$ cat config.mk
export PLATFORM = sky130hd
export DESIGN_NAME = keypad_operand_ctrl
export DESIGN_NICKNAME = d
export VERILOG_FILES = /design/src/rtl/keypad_pkg.sv /design/src/rtl/press_debounce.sv /design/src/rtl/keypad_operand_ctrl.sv
export SDC_FILE = /design/constraint.sdc
export NUM_CORES = 1
export LEC_CHECK = 0
export BUFFER_PORTS_ARGS = -buffer_cell sky130_fd_sc_hd__buf_2
export CAP_MARGIN = 10
export CORE_ASPECT_RATIO = 1.1
export CORE_MARGIN = 2
export CORE_UTILIZATION = 45
export CTS_BUF_LIST = sky130_fd_sc_hd__clkbuf_8 sky130_fd_sc_hd__clkbuf_16
export CTS_CLUSTER_DIAMETER = 30
export DETAILED_ROUTE_END_ITERATION = 10
export GPL_TIMING_DRIVEN = 0
export HOLD_SLACK_MARGIN = 0.05
export PLACE_DENSITY_LB_ADDON = 0.3
export SLEW_MARGIN = 20
export SYNTH_ARGS = -nofsm -noshare
export SYNTH_HDL_FRONTEND = slang
export SYNTH_SLANG_ARGS = --single-unit
$ cat constraint.sdc
create_clock -name clk -period 3.4 [get_ports clk]
set_input_delay 0.17 -clock clk [delete_from_list [all_inputs] [get_ports clk]]
set_output_delay 0.17 -clock clk [all_outputs]
set_load 0.05 [all_outputs]
$ cat src/rtl/keypad_pkg.sv
// Shared types and widths for the keypad operand controller.
// Holds the FSM state encoding and the FP16 / digit-count widths.
package keypad_pkg;

  localparam int FP_W  = 16;
  localparam int CNT_W = 3;
  localparam logic [CNT_W-1:0] MAX_DIGITS = CNT_W'(4);

  typedef enum logic [2:0] {
    ENTRY_A = 3'd0,
    ENTRY_B = 3'd1,
    START   = 3'd2,
    WAIT    = 3'd3,
    RESULT  = 3'd4
  } state_t;

endpackage

$ cat src/rtl/press_debounce.sv
// Level debouncer: one accept pulse after DEBOUNCE high samples,
// re-armed only after DEBOUNCE consecutive low samples.
module press_debounce #(
  parameter int DEBOUNCE = 16
) (
  input  logic clk,
  input  logic rst_n,
  input  logic level,
  input  logic restart,
  output logic accept
);

  localparam int CW = $clog2(DEBOUNCE + 1);
  localparam logic [CW-1:0] LAST = CW'(DEBOUNCE - 1);

  logic          armed_q;
  logic [CW-1:0] cnt_q;
  logic [CW-1:0] eff;

  // a restart makes the current sample the first of a new run
  always_comb eff = restart ? '0 : cnt_q;

  assign accept = armed_q && level && (eff == LAST);

  always_ff @(posedge clk or negedge rst_n) begin
    if (!rst_n) begin
      armed_q <= 1'b1;
      cnt_q   <= '0;
    end else if (armed_q) begin
      if (!level) begin
        cnt_q <= '0;
      end else if (accept) begin
        armed_q <= 1'b0;
        cnt_q   <= '0;
      end else begin
        cnt_q <= eff + 1'b1;
      end
    end else begin
      if (level) begin
        cnt_q <= '0;
      end else if (cnt_q == LAST) begin
        armed_q <= 1'b1;
        cnt_q   <= '0;
      end else begin
        cnt_q <= cnt_q + 1'b1;
      end
    end
  end

endmodule

$ cat src/rtl/keypad_operand_ctrl.sv
// Collects two hex FP16 operands from a keypad, launches an add
// and shows entry, operand or result on a 4-digit display.
module keypad_operand_ctrl
  import keypad_pkg::*;
#(
  parameter int DEBOUNCE = 16
) (
  input  logic            clk,
  input  logic            rst_n,
  input  logic [3:0]      key_value,
  input  logic            key_valid,
  input  logic            enter_btn,
  input  logic            clear_btn,
  output logic            add_start,
  output logic [FP_W-1:0] op_a,
  output logic [FP_W-1:0] op_b,
  input  logic            add_done,
  input  logic [FP_W-1:0] add_result,
  output logic [FP_W-1:0] display,
  output logic [2:0]      state,
  output logic [CNT_W-1:0] digit_cnt
);

  logic [1:0] ent_sync_q, clr_sync_q;
  logic [3:0] prev_key_q;
  logic       dig_ev, ent_ev, clr_ev;

  always_ff @(posedge clk or negedge rst_n) begin
    if (!rst_n) begin
      ent_sync_q <= '0;
      clr_sync_q <= '0;
      prev_key_q <= '0;
    end else begin
      ent_sync_q <= {ent_sync_q[0], enter_btn};
      clr_sync_q <= {clr_sync_q[0], clear_btn};
      prev_key_q <= key_value;
    end
  end

  press_debounce #(.DEBOUNCE(DEBOUNCE)) u_key (
    .clk(clk), .rst_n(rst_n), .level(key_valid),
    .restart(key_value != prev_key_q), .accept(dig_ev)
  );

  press_debounce #(.DEBOUNCE(DEBOUNCE)) u_ent (
    .clk(clk), .rst_n(rst_n), .level(ent_sync_q[1]),
    .restart(1'b0), .accept(ent_ev)
  );

  press_debounce #(.DEBOUNCE(DEBOUNCE)) u_clr (
    .clk(clk), .rst_n(rst_n), .level(clr_sync_q[1]),
    .restart(1'b0), .accept(clr_ev)
  );

  state_t          state_q, state_d;
  logic [FP_W-1:0] entry_q, entry_d, op_a_q, op_a_d;
  logic [FP_W-1:0] op_b_q, op_b_d, res_q, res_d;
  logic [CNT_W-1:0] cnt_q, cnt_d;
  logic [FP_W-1:0] shifted;
  logic [CNT_W-1:0] shifted_cnt;

  // digit is shifted in before any same-cycle enter commit
  always_comb begin
    shifted     = entry_q;
    shifted_cnt = cnt_q;
    if (dig_ev && cnt_q != MAX_DIGITS) begin
      shifted     = {entry_q[FP_W-5:0], key_value};
      shifted_cnt = cnt_q + 1'b1;
    end
  end

  always_comb begin
    state_d = state_q;
    entry_d = entry_q;
    cnt_d   = cnt_q;
    op_a_d  = op_a_q;
    op_b_d  = op_b_q;
    res_d   = res_q;
    if (clr_ev) begin
      state_d = ENTRY_A;
      entry_d = '0;
      cnt_d   = '0;
      op_a_d  = '0;
      op_b_d  = '0;
      res_d   = '0;
    end else begin
      unique case (state_q)
        ENTRY_A, ENTRY_B: begin
          entry_d = shifted;
          cnt_d   = shifted_cnt;
          if (ent_ev) begin
            entry_d = '0;
            cnt_d   = '0;
            if (state_q == ENTRY_A) begin
              op_a_d  = shifted;
              state_d = ENTRY_B;
            end else begin
              op_b_d  = shifted;
              state_d = START;
            end
          end
        end
        START: state_d = WAIT;
        WAIT: begin
          if (add_done) begin
            res_d   = add_result;
            state_d = RESULT;
          end
        end
        RESULT: begin
          if (dig_ev) begin
            entry_d = {12'h000, key_value};
            cnt_d   = CNT_W'(1);
            state_d = ENTRY_A;
          end
        end
        default: state_d = ENTRY_A;
      endcase
    end
  end

  always_ff @(posedge clk or negedge rst_n) begin
    if (!rst_n) begin
      state_q <= ENTRY_A;
      entry_q <= '0;
      cnt_q   <= '0;
      op_a_q  <= '0;
      op_b_q  <= '0;
      res_q   <= '0;
    end else begin
      state_q <= state_d;
      entry_q <= entry_d;
      cnt_q   <= cnt_d;
      op_a_q  <= op_a_d;
      op_b_q  <= op_b_d;
      res_q   <= res_d;
    end
  end

  always_comb begin
    display = entry_q;
    unique case (state_q)
      START, WAIT: display = op_b_q;
      RESULT:      display = res_q;
      default:     display = entry_q;
    endcase
  end

  assign add_start = (state_q == START);
  assign op_a      = op_a_q;
  assign op_b      = op_b_q;
  assign state     = state_q;
  assign digit_cnt = cnt_q;

endmodule

==> out/qor.csv <==
stage,metric,value,unit
clock_network,cts-resized-gates,0,
final_layout,multi_input_area,1850,µm²
global_route,first_global_vias,3831,
setup_path,reg2reg_slack,0.32,ns
final_layout,register_area,2410,µm²
setup_path,crit_path_end_kind,flip-flop,
placement,count_of_input_and_output_buffers,80,
hold_path,min_path_type,input port to flip-flop,
setup_path,crit_cells,14,
die,die_w,98.2,µm
detailed_routing,avgViaCountPerCell,5.54,
timing,fmax,317,MHz
final_layout,fillers,847,
die,initial_core_util,46.5,%
timing,clock-skew-final,0.0122,ns
detailed_routing,drc,0,
synth,syn_area,4390,µm²
synth,postSynthAreaPerCell,10.2,µm²
die,dieArea,10600,µm²
synth,asyncSetResetFlopFracSynth,100,%
setup_path,critPathKind,input port to flip-flop,
setup_path,critical_path.max_fanout,10,
detailed_routing,num_vias,3712,
detailed_routing,detailedRoute.firstPassIterationCount,4,
synth,syn_nets,462,
synth,syn_inst,430,
setup_path,max_incr_delay_on_cp,0.53,ns
synth,netlist.top_cell.by_area,sky130_fd_sc_hd__dfrtp_1,
timing,grt_setup_unrepaired,false,
final_layout,final_net_count,580,
synth,synth.top_cell.area_share,53.0,%
clock_network,insertion_delay,0.37,ns
detailed_routing,detail_route.wl_per_cell,16.8,µm
timing,timing_worst_slew_pin_value,0.707,ns
final_layout,non_filler_cell_area_final,5440,µm²
setup_path,cp_num_buf_inv,5,
clock_network,worst_setup_hold_path_clk_slew,0.10,ns
outcome,status,completed,
power,ir_drop,0.000230,V
placement,dp_cells,628,
clock_network,cts-buffers-inserted,9,
placement,detailed_place.area,4970,µm²
hold_path,min-delay-start,add_done,
setup_path,start_kind,input port,
die,num_rows,37,
setup_path,cpLargestDelayFamily,buffers and inverters,
synth,yosysWarnings,0,
placement,gp_congestion,0.869,
run,cap_violations,0,
final_layout,drive_above_1_share,21.3,%
clock_network,clock_root_buffer,sky130_fd_sc_hd__clkbuf_8,
synth,synth_top_cells_by_count,"94 x sky130_fd_sc_hd__nand2_1, 93 x sky130_fd_sc_hd__dfrtp_1, 31 x sky130_fd_sc_hd__o21ai_0, 22 x sky130_fd_sc_hd__a21oi_1, 20 x sky130_fd_sc_hd__nor2_1",
timing,timing.final.ws_setup,0.241,ns
global_route,grt-ovfl-total,0,
detailed_routing,antenna_left,0,
final_layout,area_delta_synth_final,23.8,%
synth,synthDistinctLibCells,42,
synth,yosysMostFrequentCell,sky130_fd_sc_hd__nand2_1,
clock_network,tritoncts,yes,
synth,synth_enable_flop_cells,0,
global_route,grt_first_pass_wirelength,18900,µm
timing,fin_crit_period,3.16,ns
detailed_routing,detailed_route_wire_length,11200,µm
global_route,antenna_found_initial,0,
final_layout,antenna-diode-count,0,
power,power_per_cell_area,378,nW/µm²
setup_path,reg2regPathDepth,12,
setup_path,r2r_end,op_b[12],
detailed_routing,detail_route.iter0.violations,228,
timing,report.final.setup_viol,0,
setup_path,crit_path_top_delay_cell,sky130_fd_sc_hd__dlygate4sd3_1,
synth,postSynthRegisterBits,96,
setup_path,cp_cell_sequence,"dlygate4sd3_1, buf_2, xor2_1, nor4_4, buf_4, and2_1, ha_1, nand3_2, a2111oi_4, and2_1, buf_6, buf_6, mux2i_1, o21ai_0",
setup_path,timing.rr.start,prev_key_q[2],
synth,synth_flop_cell,sky130_fd_sc_hd__dfrtp_1,
clock_network,cts_num_sinks,96,
placement,dp_hpwl,8090,µm
global_route,grt_use_total,22.5,%
clock_network,clock_tree.buffer_depth,2,
die,die_height,108,µm
timing,report.final.hold_viol_count,0,
hold_path,hold-path-cell-count,4,
timing,finalCritPeriodShare,92.9,%
timing,report.final.slew_viol_count,0,
synth,ys_seq_area_share,54.8,%
synth,synth_area_leaders,"sky130_fd_sc_hd__dfrtp_1 53%, sky130_fd_sc_hd__nand2_1 8.0%, sky130_fd_sc_hd__mux2i_1 3.6%",
setup_path,cp_data_arrival_time,3.40,ns
setup_path,worstPathRequired,3.64,ns
die,floorplan.io_pins,81,
clock_network,htreeDepth,3,
hold_path,min_to,state[0],
timing,slew-limit-headroom,52.7,%
global_route,grt_start_max_net_pins,54,
placement,place_ws,0.172,ns
die,core_area,9440,µm²
final_layout,stdcell_count,670,
timing,setup_total_negative_slack,0,ns
power,leakage,0.00259,µW
placed cells by master (no fill, tap or decap), drive strengths merged, types with 2 or more instances in the layout:
master | netlist | final
nor2 | 20 | 20
xnor2 | 3 | 3
inv | 5 | 9
o2bb2ai | 16 | 16
mux2i | 16 | 16
nand2 | 94 | 94
dfrtp | 93 | 93
ha | 6 | 6
nand2b | 4 | 4
buf | 9 | 92
o21ai | 31 | 31
a2111oi | 2 | 2
clkbuf | 15 | 24
a22o | 16 | 16
o31ai | 2 | 2
nor3 | 3 | 3
and3 | 4 | 4
dfstp | 3 | 3
nand3 | 10 | 10
a21oi | 22 | 22
or3 | 2 | 2
nor2b | 3 | 3
a31oi | 6 | 6
a22oi | 16 | 16
dlygate4sd3 | 0 | 24
xor2 | 10 | 10
and2 | 9 | 9
worst max path at each step:
stage                             start       end  slack, ns
after floorplan           prev_key_q[1]  op_b[10]       0.71
after global placement    prev_key_q[1]  op_b[11]       0.21
after detailed placement  prev_key_q[0]   op_b[4]       0.17
after CTS                  key_value[1]   op_b[9]       0.06
after global routing       key_value[2]  op_b[11]       0.01
final                      key_value[2]  op_b[12]       0.24
routing by layer:
metal	part of all wire (%)	wire [µm]	vias to the layer above	global-route usage, %
met5	0	0	-	0
met4	2.9	323	0	8.71
met3	4.3	479	30	4.22
met2	51	5730	99	38.8
met1	42	4710	1833	28.3
li1	-	-	1750	-
sequential cells by signal, summed over array words and instances (netlist names), named ones only:
name / count
clr_sync_q: 2
digit_cnt: 3
ent_sync_q: 2
entry_q: 16
op_a: 16
op_b: 16
prev_key_q: 4
res_q: 16
state: 3
u_clr.cnt_q: 5
u_ent.cnt_q: 5
u_key.armed_q: 1
u_key.cnt_q: 5
where the power goes:
| group | switching, µW | internal, µW | total, µW |
|---|---|---|---|
| clock | 442 | 357 | 799 |
| combinational | 49.6 | 45.6 | 95.3 |
| sequential | 8.17 | 1150 | 1160 |
| total | 500 | 1560 | 2050 |
layout make-up:
| class | instances | share of cell area, % |
|---|---|---|
| sequential | 96 | 44.3 |
| clock inverter | 7 | 1.59 |
| buffer | 24 | 2.19 |
| tap | 117 | 2.69 |
| timing repair buffer | 107 | 12.7 |
| multi-input combinational | 305 | 34.0 |
| clock buffer | 9 | 2.28 |
| inverter | 5 | 0.345 |
worst min-delay path, delay by kind of cell:
kind / cells / cell delay [ns]
compound gates: 2 / 0.16
buf+inv: 1 / 0.11
simple gates: 1 / 0.05
logic make-up (layout without fill, tap and decap cells):
family / count (synthesis) / count (layout) / synth area share [%]
AOI/OAI and AO/OA: 116 / 116 / 18.2
xor gates and xnor gates: 13 / 13 / 2.59
adders and majority gates: 6 / 6 / 1.71
buffers and inverters: 29 / 152 / 3.13
DFF: 96 / 96 / 54.8
muxes: 16 / 16 / 3.65
and+or+nand+nor: 154 / 154 / 15.9
repair_timing:
item,4_1_cts,5_1_grt
hold buffers,24,0
buffers inserted,0,2
endpoints found under the hold margin,64,0
setup endpoints to repair,0,37
stage by stage:
stage,hold WS [ns],total power [µW],utilization [%]
after floorplan,-0.126,1210,-
after global placement,0.278,1250,52.3
after detailed placement,0.119,1260,52.6
after CTS,0.154,2070,57.4
after global routing,0.199,2130,57.6
final,0.163,2050,57.6
No activity file was read; power rests on OpenSTA's default activity.
